**config.mk**
```make
export PLATFORM = sky130hd
export DESIGN_NAME = frame_buf_arb
export DESIGN_NICKNAME = d
export VERILOG_FILES = /design/src/rtl/fbuf_pkg.sv /design/src/rtl/fbuf_rr_sel.sv /design/src/rtl/frame_buf_arb.sv
export SDC_FILE = /design/constraint.sdc
export NUM_CORES = 1
export LEC_CHECK = 0
export ABC_AREA = 1
export ABC_CLOCK_PERIOD_IN_PS = 3050
export CORE_MARGIN = 5
export CORE_UTILIZATION = 42
export CTS_CLUSTER_DIAMETER = 50
export DETAILED_ROUTE_END_ITERATION = 6
export HOLD_SLACK_MARGIN = 0.1
export PLACE_DENSITY = 0.87
export SLEW_MARGIN = 0
export SYNTH_ARGS = -nofsm -noshare
export SYNTH_HDL_FRONTEND = slang
export SYNTH_SLANG_ARGS = --single-unit
```
**constraint.sdc**
```tcl
create_clock -name iClk -period 3.05 [get_ports iClk]
set_input_delay 0.61 -clock iClk [delete_from_list [all_inputs] [get_ports iClk]]
set_output_delay 0.61 -clock iClk [all_outputs]
set_load 0.02 [all_outputs]
```
**src/rtl/fbuf_pkg.sv**
```systemverilog
// Shared definitions for the frame-buffer arbiter: FSM states, requester IDs
// and burst sizing.
package fbuf_pkg;

    typedef enum logic [1:0] {
        p_Idle  = 2'd0,
        p_Arb   = 2'd1,
        p_Burst = 2'd2,
        p_Drain = 2'd3
    } fbuf_state_e;

    localparam logic [1:0] ID_CAM = 2'd0;
    localparam logic [1:0] ID_CNN = 2'd1;
    localparam logic [1:0] ID_LCD = 2'd2;

    localparam int MAX_BURST = 8;
    localparam int LEN_W     = $clog2(MAX_BURST);

    function automatic logic isReadId(input logic [1:0] id);
        return (id == ID_CNN) || (id == ID_LCD);
    endfunction

endpackage

```
**src/rtl/fbuf_rr_sel.sv**
```systemverilog
// Requester selection: camera always wins, CNN and LCD share the remaining
// bandwidth through a round-robin pointer that flips on every read grant.
module fbuf_rr_sel
    import fbuf_pkg::*;
(
    input  logic       i_Clk,
    input  logic       i_Rst,
    input  logic       i_En,
    input  logic [2:0] i_Req,
    input  logic       i_Latch,
    output logic [1:0] o_Winner,
    output logic       o_Valid
);

    logic r_RrPtr;

    // r_RrPtr = 0 favours CNN, 1 favours LCD when both readers contend.
    always_comb begin
        o_Winner = ID_CAM;
        o_Valid  = |i_Req;
        if (i_Req[ID_CAM]) begin
            o_Winner = ID_CAM;
        end else if (i_Req[ID_CNN] && i_Req[ID_LCD]) begin
            o_Winner = r_RrPtr ? ID_LCD : ID_CNN;
        end else if (i_Req[ID_CNN]) begin
            o_Winner = ID_CNN;
        end else if (i_Req[ID_LCD]) begin
            o_Winner = ID_LCD;
        end
    end

    always_ff @(posedge i_Clk or posedge i_Rst) begin
        if (i_Rst) begin
            r_RrPtr <= 1'b0;
        end else if (i_En && i_Latch && o_Valid && isReadId(o_Winner)) begin
            r_RrPtr <= ~r_RrPtr;
        end
    end

endmodule

```
**src/rtl/frame_buf_arb.sv**
```systemverilog
// Single-port frame-buffer arbiter: one camera writer and two readers (CNN, LCD)
// share the memory in non-preemptible bursts of 1..8 beats.
module frame_buf_arb
    import fbuf_pkg::*;
#(
    parameter int P_AW = 17,
    parameter int P_DW = 16
) (
    input  logic              iClk,
    input  logic              wRst,
    input  logic              wEnClk,
    input  logic              wReqCam,
    input  logic              wReqCnn,
    input  logic              wReqLcd,
    input  logic [P_AW-1:0]   wAddrCam,
    input  logic [P_AW-1:0]   wAddrCnn,
    input  logic [P_AW-1:0]   wAddrLcd,
    input  logic [LEN_W-1:0]  wLenCam,
    input  logic [LEN_W-1:0]  wLenCnn,
    input  logic [LEN_W-1:0]  wLenLcd,
    input  logic [P_DW-1:0]   wWdataCam,
    output logic              wGntCam,
    output logic              wGntCnn,
    output logic              wGntLcd,
    output logic              wAckCam,
    output logic              wAckCnn,
    output logic              wAckLcd,
    output logic              oMemCs,
    output logic              oMemWe,
    output logic [P_AW-1:0]   oMemAddr,
    output logic [P_DW-1:0]   oMemWdata,
    input  logic [P_DW-1:0]   iMemRdata,
    output logic [P_DW-1:0]   oRdData,
    output logic              oRdVldCnn,
    output logic              oRdVldLcd,
    output logic [1:0]        rA_CurState
);

    fbuf_state_e       r_State;
    fbuf_state_e       w_NextState;
    logic [2:0]        r_ReqSnap;
    logic [1:0]        r_Winner;
    logic [P_AW-1:0]   r_Addr;
    logic [LEN_W-1:0]  r_Remain;
    logic              r_RdVldCnn;
    logic              r_RdVldLcd;

    logic [1:0]        w_SelWinner;
    logic              w_SelValid;
    logic              w_Beat;
    logic [P_AW-1:0]   w_LatchAddr;
    logic [LEN_W-1:0]  w_LatchLen;

    // Arbitration works on the request snapshot taken when leaving p_Idle, so a
    // request that drops during p_Arb still gets its burst.
    fbuf_rr_sel u_sel (
        .i_Clk    (iClk),
        .i_Rst    (wRst),
        .i_En     (wEnClk),
        .i_Req    (r_ReqSnap),
        .i_Latch  (r_State == p_Arb),
        .o_Winner (w_SelWinner),
        .o_Valid  (w_SelValid)
    );

    always_comb begin
        w_LatchAddr = wAddrCam;
        w_LatchLen  = wLenCam;
        case (w_SelWinner)
            ID_CNN: begin
                w_LatchAddr = wAddrCnn;
                w_LatchLen  = wLenCnn;
            end
            ID_LCD: begin
                w_LatchAddr = wAddrLcd;
                w_LatchLen  = wLenLcd;
            end
            default: ;
        endcase
    end

    always_comb begin
        w_NextState = r_State;
        case (r_State)
            p_Idle:  if (wReqCam || wReqCnn || wReqLcd) w_NextState = p_Arb;
            p_Arb:   w_NextState = w_SelValid ? p_Burst : p_Idle;
            p_Burst: begin
                if (r_Remain == '0) begin
                    w_NextState = isReadId(r_Winner) ? p_Drain : p_Idle;
                end
            end
            p_Drain: w_NextState = p_Idle;
            default: w_NextState = p_Idle;
        endcase
    end

    always_ff @(posedge iClk or posedge wRst) begin
        if (wRst) begin
            r_State    <= p_Idle;
            r_ReqSnap  <= '0;
            r_Winner   <= ID_CAM;
            r_Addr     <= '0;
            r_Remain   <= '0;
            r_RdVldCnn <= 1'b0;
            r_RdVldLcd <= 1'b0;
        end else if (wEnClk) begin
            r_State <= w_NextState;
            if (r_State == p_Idle) begin
                r_ReqSnap <= {wReqLcd, wReqCnn, wReqCam};
            end
            if (r_State == p_Arb) begin
                r_Winner <= w_SelWinner;
                r_Addr   <= w_LatchAddr;
                r_Remain <= w_LatchLen;
            end
            if (w_Beat) begin
                r_Addr <= r_Addr + 1'b1;
                if (r_Remain != '0) begin
                    r_Remain <= r_Remain - 1'b1;
                end
            end
            // Read data arrives one enabled cycle after its beat.
            r_RdVldCnn <= w_Beat && (r_Winner == ID_CNN);
            r_RdVldLcd <= w_Beat && (r_Winner == ID_LCD);
        end
    end

    assign w_Beat      = (r_State == p_Burst);
    assign wGntCam     = w_Beat && (r_Winner == ID_CAM);
    assign wGntCnn     = w_Beat && (r_Winner == ID_CNN);
    assign wGntLcd     = w_Beat && (r_Winner == ID_LCD);
    assign wAckCam     = wGntCam;
    assign wAckCnn     = wGntCnn;
    assign wAckLcd     = wGntLcd;
    assign oMemCs      = w_Beat;
    assign oMemWe      = wGntCam;
    assign oMemAddr    = w_Beat ? r_Addr : '0;
    assign oMemWdata   = wGntCam ? wWdataCam : '0;
    assign oRdVldCnn   = r_RdVldCnn;
    assign oRdVldLcd   = r_RdVldLcd;
    assign oRdData     = (r_RdVldCnn || r_RdVldLcd) ? iMemRdata : '0;
    assign rA_CurState = r_State;

endmodule

```
### Word level (Yosys, flattened, before mapping)

Index checks and enable logic that the tools add are counted.

* bits in registers: 30
* bits of input ports: 98
* output and inout bits: 61

* add/sub/neg operators: 2
* eq/ne operators: 9
* muxes and demuxes: 20
* bitwise operators: 1
* reduce and logical (&&, ||, !) cells: 22

Operators by type and width (count)
* $mux W17: 3
* $pmux W17 S2: 1
* $mux W16: 2
* $mux W2: 9
* $add A17 B1 Y17 const B: 1
* $mux W3: 3
* $eq A2 B2 Y1 const B: 4
* $pmux W2 S4: 1
* $logic_and A1 B1 Y1: 7
* $eq A2 B1 Y1 const B: 3
* $pmux W3 S2: 1
* $reduce_and A2 Y1: 3
* $logic_or A1 B1 Y1: 5
* $logic_not A2 Y1: 2
* $logic_not A3 Y1: 1
* $reduce_and A3 Y1: 1
* $reduce_bool A3 Y1: 1
* $reduce_or A3 Y1: 1
* $sub A3 B1 Y3 const B: 1
* $ne A2 B1 Y1 const B: 1
* $ne A2 B2 Y1 const B: 1
* $reduce_bool A2 Y1: 1
* $not A1 Y1: 1

### Depth between registers and ports, before layout

Gate-level depths: netlist (run 1).

* word-level depth: 9
* depth in mapped cells: 12

### Modules after synthesis

Synthesis (run 1) repeated with hierarchy kept, for this count alone.

* cells, all modules: 487
* area total of the unflattened synthesis: 2971.6 µm²

Modules (own cells, without submodules)
* frame_buf_arb: instances 1, cells an instance 469, area each 2872.8 µm², sequential area each 725.7 µm²
* fbuf_rr_sel: instances 1, cells an instance 18, area each 98.8 µm², sequential area each 25.0 µm²

### Least setup slack after synthesis (run 1)

No wires, ideal clock.

* kind: register to output
* start point: reg r_State[0], in the netlist rA_CurState[0]
* end point: out wAckCam
* arrival: 1.902 ns
* data required time: 2.440 ns
* setup slack: 0.538 ns
* stages on the path, launching flop included: 9
* buffers on the path: 4
* cells stage by stage: dfrtp_1 -> inv_1 -> ha_1 -> buf_4 -> buf_4 -> nand2_1 -> buf_2 -> inv_1 -> buf_4

* word-level cells in the longest chain between the ends: 2

Ends and longest elaborated chain
* from (decl): RTL line frame_buf_arb.sv:39 `fbuf_state_e r_State;`
* from (signal assigned): RTL line frame_buf_arb.sv:99 `r_State <= p_Idle;`
* from (signal assigned): RTL line frame_buf_arb.sv:107 `r_State <= w_NextState;`
* $eq A2 B2 Y1: RTL line frame_buf_arb.sv:128 `assign w_Beat = (r_State == p_Burst);`
* via oMemCs: RTL line frame_buf_arb.sv:28 `output logic oMemCs,`
* $logic_and A1 B1 Y1: RTL line frame_buf_arb.sv:129 `assign wGntCam = w_Beat && (r_Winner == ID_CAM);`
* to (decl): RTL line frame_buf_arb.sv:25 `output logic wAckCam,`

The timed path passes the listed nets, and every way through them passes these cells.

### Worst setup path after layout (run 1)

* start point: reg r_State[0], in the netlist rA_CurState[0]
* end point: out oMemAddr[11]

* word-level cells in the longest chain between the ends: 2

Ends and longest elaborated chain
* $eq A2 B2 Y1: RTL line frame_buf_arb.sv:128
* $mux W17: RTL line frame_buf_arb.sv:137 `assign oMemAddr = w_Beat ? r_Addr : '0;`
* to (decl): RTL line frame_buf_arb.sv:30 `output logic [P_AW-1:0] oMemAddr,`

No other way between the ends.

==> impl_metrics.json, run 1 <==
{
  "synth.net_count": 588,
  "synthMuxAreaShare_pct": 0,
  "cp_top_family": "buffers and inverters",
  "grt_pass1_wl_um": 15600,
  "area_growth_pct": 60.5,
  "worstMarginPinSlew_ns": 0.812,
  "synthAdderAreaFrac_pct": 5.34,
  "ioPinCount": 159,
  "intPower_mw": 1.63,
  "yosysTopAreaCellShare_pct": 26.7,
  "pre_cts_ws_ns": 0.491,
  "critPathLaunch": "rA_CurState[0]",
  "drv_slew": 0,
  "fmax_mhz": 360,
  "switching_share_pct": 49.1,
  "grt_max_degree": 45,
  "grt_pass1_vias": 3288,
  "dpl.hpwl_um": 7430,
  "power.leakage_nw": 2.18,
  "final_nets": 734,
  "place_congestion": 0.883,
  "yosysSeqAreaShare_pct": 26.7,
  "required_ns": 2.44,
  "syn_inst": 478,
  "critPathMaxFanout": 44,
  "cts-htree-levels": 2,
  "finalSetupTns_ns": 0,
  "min_period_ns": 2.77,
  "synth_warnings": 0,
  "synth-xor-area-share_pct": 0.312,
  "power.net_switching_mw": 1.57,
  "clockRootBuffer": "clkbuf_8",
  "numCtsBuffers": 5,
  "cts_sinks": 30,
  "grt_usage_pct": 22.3,
  "critPathArrivalTime_ns": 2.16,
  "hold_viol_final": 0,
  "finalClockSkew_ns": 0.00750,
  "dieArea_um2": 8430,
  "rsz0062_at_grt": "no",
  "cts.clk_slew.worst_paths_ns": 0.06,
  "drcViolationCount": 0,
  "path_cells": "inv_1, ha_1, buf_12, nand2_1, inv_1, clkdlybuf4s50_1",
  "rows": 29,
  "slew_headroom_pct": 45.9,
  "cpPeakStageDelay_ns": 0.62,
  "startpoint_type": "register",
  "seq_power_share_pct": 24.9,
  "vias": 3493,
  "routedWlPerCell_um": 13.5,
  "p_per_area_nw_per_um2": 710,
  "hp-start": "oRdVldCnn",
  "die_y_um": 91.8,
  "diodes": 0,
  "antenna_left": 0,
  "synth_top_family_by_area": "simple AND/OR/NAND/NOR gates",
  "pwr-share-clk_pct": 13.0,
  "setup_viol": 0,
  "antenna_found_initial": 0,
  "slowest_stage": "clkdlybuf4s50_1",
  "r2r_start": "r_ReqSnap[1]",
  "synth_compound_gate_area_share_pct": 14.3,
  "synthTopCellsByArea": "dfrtp_1 (27%), nand2_1 (17%), inv_1 (11%)",
  "die-width_um": 91.8,
  "first_iter_violations": 301,
  "hold_path.class": "reg -> reg",
  "crit_top_cell": "inv_1",
  "cts_tree": "done",
  "critical_path_buf_inv_count": 4,
  "min_period_over_period_pct": 91.0,
  "initial_core_util_pct": 43.8,
  "syn_avg_cell_area_um2": 5.88,
  "cts_buffer_depth": 2,
  "synth_area_um2": 2810,
  "drt-total-wl_um": 9440,
  "ys_types": 28,
  "max-cap-violations": 0,
  "ys_seq_elements": 30,
  "post_cts_buffers": 0,
  "dr.pass1.iters": 5,
  "peakVddDrop_mv": 0.514,
  "synth-simple-area-share_pct": 36.8,
  "holdBufCountCts": 0,
  "power.share.combinational_pct": 62.1,
  "status": "finished clean",
  "grt_overflow_total": 0,
  "core_area_um2": 6420,
  "drive_above_1_share_pct": 4.65,
  "setup_slack_ns": 0.275,
  "clk_latency_ns": 0.29,
  "io_buffers": 158,
  "cp-end-kind": "primary output",
  "criticalPathCategory": "reg -> out",
  "via_per_inst": 4.98,
  "yosysTopAreaCell": "dfrtp_1"
}
==> cell usage in the layout (no fill, tap or decap), drive strengths merged <==
master	n
clkdlybuf4s50	158
nand2	130
inv	88
nor2	85
nand3	33
a21oi	32
dfrtp	30
o21ai	26
ha	12
clkbuf	6
o211ai	4
buf	4
a22oi	3
a31oi	3
nor3	2
nand4	2
a41oi	1
o2111ai	1
o22ai	1
o32ai	1
xnor2	1
bufinv	1
==> cell usage after synthesis, drive strengths merged <==
| master | instances |
|---|---|
| clkbuf | 3 |
| buf | 20 |
| o32ai | 1 |
| a22oi | 3 |
| nand4 | 2 |
| a41oi | 1 |
| a31oi | 3 |
| nand3 | 33 |
| ha | 12 |
| dfrtp | 30 |
| nor2 | 85 |
| o22ai | 1 |
| o2111ai | 1 |
| nand2 | 130 |
| o21ai | 26 |
| nor3 | 2 |
| xnor2 | 1 |
| inv | 88 |
| o211ai | 4 |
| a21oi | 32 |
==> logic make-up after synthesis <==
kind of cell / after synthesis
xor gates and xnor gates: 1
and+or+nand+nor: 252
adders and majority gates: 12
AOI/OAI and AO/OA: 72
DFF: 30
buffers and inverters: 111
==> timing repair <==
| action | in CTS | in global routing |
|---|---|---|
| gates resized for setup | 0 | 1 |
| hold endpoints to repair | 0 | 0 |
| setup endpoints to repair | 0 | 1 |
==> worst reg2reg max path, stage by stage, from the launching register on <==
cell,delay [ns]
dfrtp_1,0.40
inv_1,0.09
nor2_1,0.04
nor3_1,0.28
ha_1,0.49
inv_2,0.46
nand3_1,0.18
a21oi_1,0.21
nand3_1,0.12
o21ai_1,0.08
inv_1,0.05
==> power groups by stage <==
stage / sequential, mW / combinational [mW] / clock [mW]
after global placement: 0.783 / 1.92 / 0
after global routing: 0.828 / 2.25 / 0.436
final: 0.798 / 1.99 / 0.416
after detailed placement: 0.797 / 1.98 / 0
after CTS: 0.793 / 1.99 / 0.421
after floorplan: 0.751 / 1.40 / 0
==> final timing paths <==
check | slack, ns | end | cells after the start
worst max-delay path | 0.28 | oMemAddr[11] | 6
worst min-delay path | 0.52 | oRdVldCnn | 2
worst max register to register | 0.53 | r_Addr[11] | 10
worst min register to register | 0.52 | oRdVldCnn | 2
max in group asynchronous | 1.75 | r_Addr[16] | 3
min in group asynchronous | 0.66 | r_ReqSnap[0] | 2
==> final cells by class <==
| cell class | instances | area, um^2 |
|---|---|---|
| clock buffer | 6 | 82.6 |
| timing repair buffer | 162 | 1620 |
| multi-input combinational | 337 | 1600 |
| sequential | 30 | 751 |
| fill | 553 | 1910 |
| clock inverter | 1 | 30.0 |
| inverter | 88 | 330 |
| tap | 77 | 96.3 |
==> stage by stage <==
step | std cells | area [um^2] | hold WS [ns] | util (%) | power [mW]
floorplan | 478 | 2810 | 0.467 | - | 2.15
global placement | 694 | 4400 | 0.486 | 68.5 | 2.70
detailed placement | 694 | 4400 | 0.504 | 68.5 | 2.77
CTS | 701 | 4510 | 0.521 | 70.2 | 3.20
global route | 701 | 4510 | 0.532 | 70.3 | 3.51
finish | 701 | 4510 | 0.516 | 70.3 | 3.20
==> metal layers <==
layer  vias to the layer above  track usage (%)  share of wire (%)
met2                       159             38.4                 48
met5                         -                0                  0
li1                       1760                -                  -
met1                      1557             28.3                 41
met4                         0             5.32                1.4
met3                        17             5.40                9.2
==> registers in the layout (all words and copies together) (netlist names) <==
signal	count
u_sel.r_RrPtr	1
r_ReqSnap	3
oRdVldLcd	1
rA_CurState	2
r_Addr	17
r_Winner	2
oRdVldCnn	1
r_Remain	3
Power figures use the tool's default switching activity.
==> run 2: changes to the inputs <==
--- a/config.mk
+++ b/config.mk
@@ -6,8 +6,7 @@
 export NUM_CORES = 1
 export LEC_CHECK = 0
-export ABC_AREA = 1
 export ABC_CLOCK_PERIOD_IN_PS = 3050
 export CORE_MARGIN = 5
-export CORE_UTILIZATION = 42
+export CORE_UTILIZATION = 40
 export CTS_CLUSTER_DIAMETER = 50
 export DETAILED_ROUTE_END_ITERATION = 6
==> constraint.sdc (replaced) <==
create_clock -name iClk -period 3.05 [get_ports iClk]
set_input_delay 0.915 -clock iClk [delete_from_list [all_inputs] [get_ports iClk]]
set_output_delay 0.915 -clock iClk [all_outputs]
set_load 0.02 [all_outputs]
==> run 2 against run 1 <==
Net effect: clock power is 27% lower; design area is 3.1% lower; combinational power is 4% higher; synthesized cell count is 33% lower; via count is 13% lower; global-route usage is 0.40 points lower; final cell count is 22% lower; register-to-register slack better by 0.22 ns; clock-buffer cell count is 1 lower; sequential cell count stayed put; first-iteration DRC count is 50% lower; sequential share of layout area is 0.54 points higher; critical path type is now in -> out; critical endpoint is now oRdData[3].
==> impl_metrics.json, run 2 <==
{
  "seq_power_share_pct": 25.8,
  "grt_pass1_wl_um": 13800,
  "mostFrequentLayoutCells": "clkdlybuf4s50_1 (111), dlymetal6s2s_1 (41), nand2_1 (34)",
  "critPathMaxFanout": 1,
  "critPathArrivalTime_ns": 2.09,
  "stdcell_area_um2": 4370,
  "dr.pass1.iters": 4,
  "clk_latency_ns": 0.28,
  "power.net_switching_mw": 1.54,
  "synth.most_common_cell": "nand2_1",
  "finish.utilization_pct": 70.0,
  "grt_pass1_vias": 2955,
  "synth_edf_count": 0,
  "largestRegisters": "r_Addr x17, r_Remain x3, r_ReqSnap x3",
  "multiInputGateArea_um2": 1600,
  "die-width_um": 89.5,
  "drt-total-wl_um": 9300,
  "final_nets": 583,
  "syn_inst": 322,
  "max-cap-violations": 0,
  "power.leakage_nw": 2.50,
  "startpoint_type": "input pin",
  "use_met3_pct": 5.53,
  "dpl.hpwl_um": 7220,
  "fill_cells": 503,
  "slew_headroom_pct": 42.1,
  "worstMarginPinSlew_ns": 0.869,
  "io_buffers": 158,
  "yosysTopAreaCellShare_pct": 29.7,
  "grt_usage_pct": 21.9,
  "intPower_mw": 1.65,
  "yosysTopAreaCell": "dfrtp_1",
  "drv_slew": 0,
  "whs_ns": 0.508,
  "met2_usage_pct": 39.9,
  "peakVddDrop_mv": 0.546,
  "numCtsBuffers": 5,
  "synth_area_um2": 2530,
  "antenna_left": 0,
  "holdBufCountCts": 0,
  "p_per_area_nw_per_um2": 728,
  "dieArea_um2": 8010,
  "initial_core_util_pct": 40.5,
  "synthFlopType": "dfrtp_1",
  "synth_warnings": 0,
  "switching_share_pct": 48.3,
  "grt_overflow_total": 0,
  "largest_register": "r_Addr",
  "routedWlPerCell_um": 16.9,
  "status": "finished clean",
  "first_iter_violations": 150,
  "setup_viol": 0,
  "criticalPathCategory": "in -> out",
  "synthTopCellsByArea": "dfrtp_1 (30%), ha_1 (5.9%), o21ai_0 (5.5%)",
  "final-seq-area_um2": 751,
  "min_period_over_period_pct": 98.6,
  "cp-end-kind": "primary output",
  "cts_sinks": 30,
  "cts-htree-levels": 2,
  "hold_path.class": "reg -> reg",
  "place_congestion": 0.940,
  "via_per_inst": 5.55,
  "synth_common_cells": "nand2_1 (34), dfrtp_1 (30), o21ai_0 (28)",
  "yosysSeqAreaShare_pct": 29.7,
  "ioPinCount": 159,
  "top_usage_layer": "met2",
  "pwr-share-clk_pct": 9.6,
  "rsz0062_at_grt": "no",
  "min_period_ns": 3.01,
  "post_cts_buffers": 0,
  "ys_types": 45,
  "cts_buffer_depth": 2,
  "drive_above_1_share_pct": 6.77,
  "ys_seq_elements": 30,
  "diodes": 0,
  "finalClockSkew_ns": 0.00421,
  "power.share.combinational_pct": 64.6,
  "rows": 29,
  "hold_viol_final": 0,
  "die_y_um": 89.5,
  "core_area_um2": 6240,
  "final_common_cell": "clkdlybuf4s50_1",
  "cts_tree": "done",
  "cts.clk_slew.worst_paths_ns": 0.07,
  "async_flop_share_pct": 100,
  "grt_max_degree": 34,
  "required_ns": 2.13,
  "antenna_found_initial": 0,
  "syn_avg_cell_area_um2": 7.85,
  "cts_resized": 8,
  "synth.net_count": 432,
  "dpl_cell_area_um2": 4190,
  "gr-usage-met1_pct": 24.7,
  "clockRootBuffer": "clkbuf_8",
  "area_growth_pct": 72.8,
  "largest_register_ff_count": 17,
  "vias": 3052,
  "fmax_mhz": 333,
  "drcViolationCount": 0
}
## run 2: kinds of logic after synthesis
logic type / count (synthesis) / share of synthesized area, %
adders and majority gates: 12 / 5.94
AOI/OAI and AO/OA: 91 / 23.8
and+or+nand+nor: 137 / 30.1
DFF: 30 / 29.7
buffers and inverters: 44 / 7.13
xor gates and xnor gates: 1 / 0.346
muxes: 7 / 3.02
## run 2: area by class of cell
| cell class | count | share of cell area (%) |
|---|---|---|
| repair buffers | 168 | 40.5 |
| multi-input cells | 248 | 36.6 |
| flip-flops and latches | 30 | 17.2 |
| well taps | 77 | 2.20 |
| inverters | 20 | 1.72 |
| clock buffers | 5 | 1.57 |
| clock inverters | 2 | 0.229 |
## run 2: final timing paths
kind | cells past startpoint | startpoint | to | slack (ns)
max in group asynchronous | 3 | wRst | r_Addr[14] | 1.73
worst max-delay path | 3 | iMemRdata[3] | oRdData[3] | 0.04
worst min register to register | 2 | r_Remain[1] | r_Remain[1] | 0.51
min in group asynchronous | 3 | wRst | r_ReqSnap[1] | 1.02
worst min-delay path | 2 | r_Remain[1] | r_Remain[1] | 0.51
worst max register to register | 8 | u_sel.r_RrPtr | r_Addr[9] | 0.75
## run 2: power groups by stage
| stage | clock network, mW | registers [mW] | logic, mW |
|---|---|---|---|
| floorplan | 0 | 0.770 | 1.36 |
| global route | 0.327 | 0.849 | 2.30 |
| CTS | 0.310 | 0.814 | 2.08 |
| finish | 0.305 | 0.821 | 2.06 |
| global placement | 0 | 0.801 | 2.01 |
| detailed placement | 0 | 0.821 | 2.08 |
## run 2: through the flow
step	total power, mW	worst slack (ns)	instances	setup TNS [ns]
global route	3.47	0.00146	550	0
detailed placement	2.90	-0.0225	543	-0.0483
CTS	3.21	0.000216	550	0
finish	3.18	0.0431	550	0
global placement	2.81	-0.0114	543	-0.0129
floorplan	2.12	0.0542	322	0
## run 2: metal layers
| layer | up-vias | routed length, um | part of all wire, % |
|---|---|---|---|
| met5 | - | 0 | 0 |
| met3 | 15 | 965 | 10 |
| met4 | 0 | 168 | 1.8 |
| met1 | 1406 | 3530 | 38 |
| li1 | 1475 | - | - |
| met2 | 156 | 4630 | 50 |
## run 2: worst max-delay path: stages
cell,delay (ns)
clkdlybuf4s50_1,0.45
nor2b_1,0.12
clkdlybuf4s50_1,0.61
==> run 3: changes to the inputs <==
--- a/config.mk
+++ b/config.mk
@@ -7,8 +7,8 @@
 export LEC_CHECK = 0
 export ABC_CLOCK_PERIOD_IN_PS = 3050
-export CORE_MARGIN = 5
 export CORE_UTILIZATION = 40
 export CTS_CLUSTER_DIAMETER = 50
 export DETAILED_ROUTE_END_ITERATION = 6
+export GPL_TIMING_DRIVEN = 0
 export HOLD_SLACK_MARGIN = 0.1
 export PLACE_DENSITY = 0.87
==> constraint.sdc (replaced) <==
create_clock -name iClk -period 3.05 [get_ports iClk]
set_input_delay 0.915 -clock iClk [delete_from_list [all_inputs] [get_ports iClk]]
set_output_delay 0.915 -clock iClk [all_outputs]
set_load 0.005 [all_outputs]
==> run 3 against run 2 <==
Net effect: via count increased by 6.6%; final cell count up 2.9%; first-iteration DRC count grew 15%; largest power group unchanged.
==> impl_metrics.json, run 3 (synthesis gave the netlist of run 2 again) <==
{
  "antenna_found_initial": 0,
  "final_nets": 600,
  "cts_buffer_depth": 2,
  "grt_pass1_vias": 3131,
  "setup_viol": 0,
  "clk_latency_ns": 0.29,
  "worstHoldPathCells": 2,
  "max-cap-violations": 0,
  "cts.clk_slew.worst_paths_ns": 0.07,
  "cts_sinks": 30,
  "dieArea_um2": 6640,
  "grt_usage_pct": 30.0,
  "cpPeakStageDelay_ns": 0.52,
  "mostFrequentLayoutCells": "clkdlybuf4s50_1 (155), nand2_1 (34), dfrtp_1 (30)",
  "rows": 28,
  "hp-start": "r_Remain[1]",
  "die-width_um": 81.5,
  "power.net_switching_mw": 1.57,
  "hold_viol_final": 0,
  "power.leakage_nw": 1.84,
  "min_period_over_period_pct": 97.5,
  "finish.utilization_pct": 73.3,
  "switching_share_pct": 47.4,
  "r2r_start": "u_sel.r_RrPtr",
  "dr.pass1.iters": 5,
  "critical_path_buf_inv_count": 5,
  "ioPinCount": 159,
  "via_per_inst": 5.75,
  "diodes": 0,
  "cp-end-kind": "primary output",
  "worstMarginPinSlew_ns": 1.22,
  "min_period_ns": 2.97,
  "drt-total-wl_um": 9820,
  "slew_headroom_pct": 18.9,
  "cts-htree-levels": 2,
  "fmax_mhz": 336,
  "largest_register_ff_count": 17,
  "rr_worst_depth": 8,
  "intPower_mw": 1.75,
  "path_cells": "inv_2, ha_4, clkbuf_16, clkbuf_16, buf_4, and2_1, clkdlybuf4s50_1",
  "hold_path.class": "reg -> reg",
  "final_common_cell": "clkdlybuf4s50_1",
  "status": "finished clean",
  "routedWlPerCell_um": 17.4,
  "min_delay_worst_endpoint": "r_Remain[1]",
  "grt_overflow_total": 0,
  "numCtsBuffers": 5,
  "place_congestion": 0.927,
  "largestRegisters": "r_Addr x17, r_Remain x3, r_ReqSnap x3",
  "area_growth_pct": 74.6,
  "core_area_um2": 6030,
  "first_iter_violations": 173,
  "antenna_left": 0,
  "peakVddDrop_mv": 0.479,
  "p_per_area_nw_per_um2": 752,
  "final_cells": 566,
  "drcViolationCount": 0,
  "largest_register": "r_Addr",
  "reg2reg_to": "r_Addr[2]",
  "die_y_um": 81.5,
  "dpl.hpwl_um": 7610,
  "cts_tree": "done",
  "dp_cells": 555,
  "critPathMaxFanout": 10,
  "clockRootBuffer": "clkbuf_8",
  "power.share.combinational_pct": 64.1,
  "slowest_stage": "clkdlybuf4s50_1",
  "seq_power_share_pct": 25.2,
  "grt_max_degree": 31,
  "rsz0062_at_grt": "no",
  "cp_top_family": "buffers and inverters",
  "holdBufCountCts": 0,
  "finalClockSkew_ns": 0.00410,
  "critPathArrivalTime_ns": 2.06,
  "initial_core_util_pct": 42.0,
  "startpoint_type": "register",
  "io_buffers": 158,
  "pwr-share-clk_pct": 10.7,
  "criticalPathCategory": "reg -> out",
  "cp.depth": 7,
  "crit_top_cell": "clkbuf_16",
  "r2r_slack_ns": 0.38,
  "drive_above_1_share_pct": 7.74,
  "vias": 3252,
  "grt_pass1_wl_um": 14900,
  "required_ns": 2.13,
  "drv_slew": 0
}
## run 3: routing by layer
metal / global-route usage (%) / wire (um) / up-vias
met3: 7.56 / 1040 / 26
li1: - / - / 1508
met5: 0 / 0 / -
met2: 53.6 / 4860 / 212
met1: 34.2 / 3680 / 1506
met4: 10.9 / 248 / 0
## run 3: worst register-to-register path, stage by stage, from the launching register on
cell and delay, ns:
dfrtp_1 0.42, nand2b_1 0.16, nand3b_1 0.13, inv_1 0.06
ha_1 0.26, clkbuf_1 0.32, clkbuf_1 0.50, o21ai_0 0.28
a221o_2 0.43
## run 3: stage by stage
step	hold slack (ns)	TNS, ns	power [mW]	area (um^2)	setup WS [ns]
CTS	0.491	0	3.27	4400	0.00831
detailed placement	0.477	-13.00	2.83	4200	-0.711
global placement	0.472	-11.90	2.75	4200	-0.656
finish	0.505	0	3.32	4420	0.0770
floorplan	0.454	0	1.99	2530	0.359
global route	0.519	0	3.58	4420	0.00139
## run 3: power groups by stage
stage	registers [mW]	logic (mW)	clock network (mW)
floorplan	0.754	1.24	0
global placement	0.815	1.93	0
detailed placement	0.825	2.01	0
CTS	0.820	2.10	0.352
global route	0.859	2.35	0.369
finish	0.835	2.13	0.356
## run 3: layout make-up
cell class | instances | area, um^2
fillers | 464 | 1610
plain buffers | 24 | 175
clock buffers | 7 | 86.3
multi-input cells | 248 | 1620
clock inverters | 1 | 5.00
inverters | 20 | 75.1
well taps | 75 | 93.8
repair buffers | 161 | 1610
flip-flops and latches | 30 | 751
## run 3: worst max path at each step
stage              startpoint       endpoint  slack [ns]
2_1_floorplan  rA_CurState[0]        wAckCam        0.36
3_3_place_gp   rA_CurState[0]        wAckCam       -0.66
3_5_place_dp   rA_CurState[0]        wGntCam       -0.71
4_1_cts        rA_CurState[0]        wGntCam       0.008
5_1_grt        rA_CurState[0]  oMemWdata[12]       0.001
6_report       rA_CurState[0]    oMemAddr[1]        0.08
## run 3: what timing repair did
action                                  in CTS  in global routing
setup buffers                                3                  0
endpoints found under the setup margin      40                 14
gates resized for setup                     19                  8
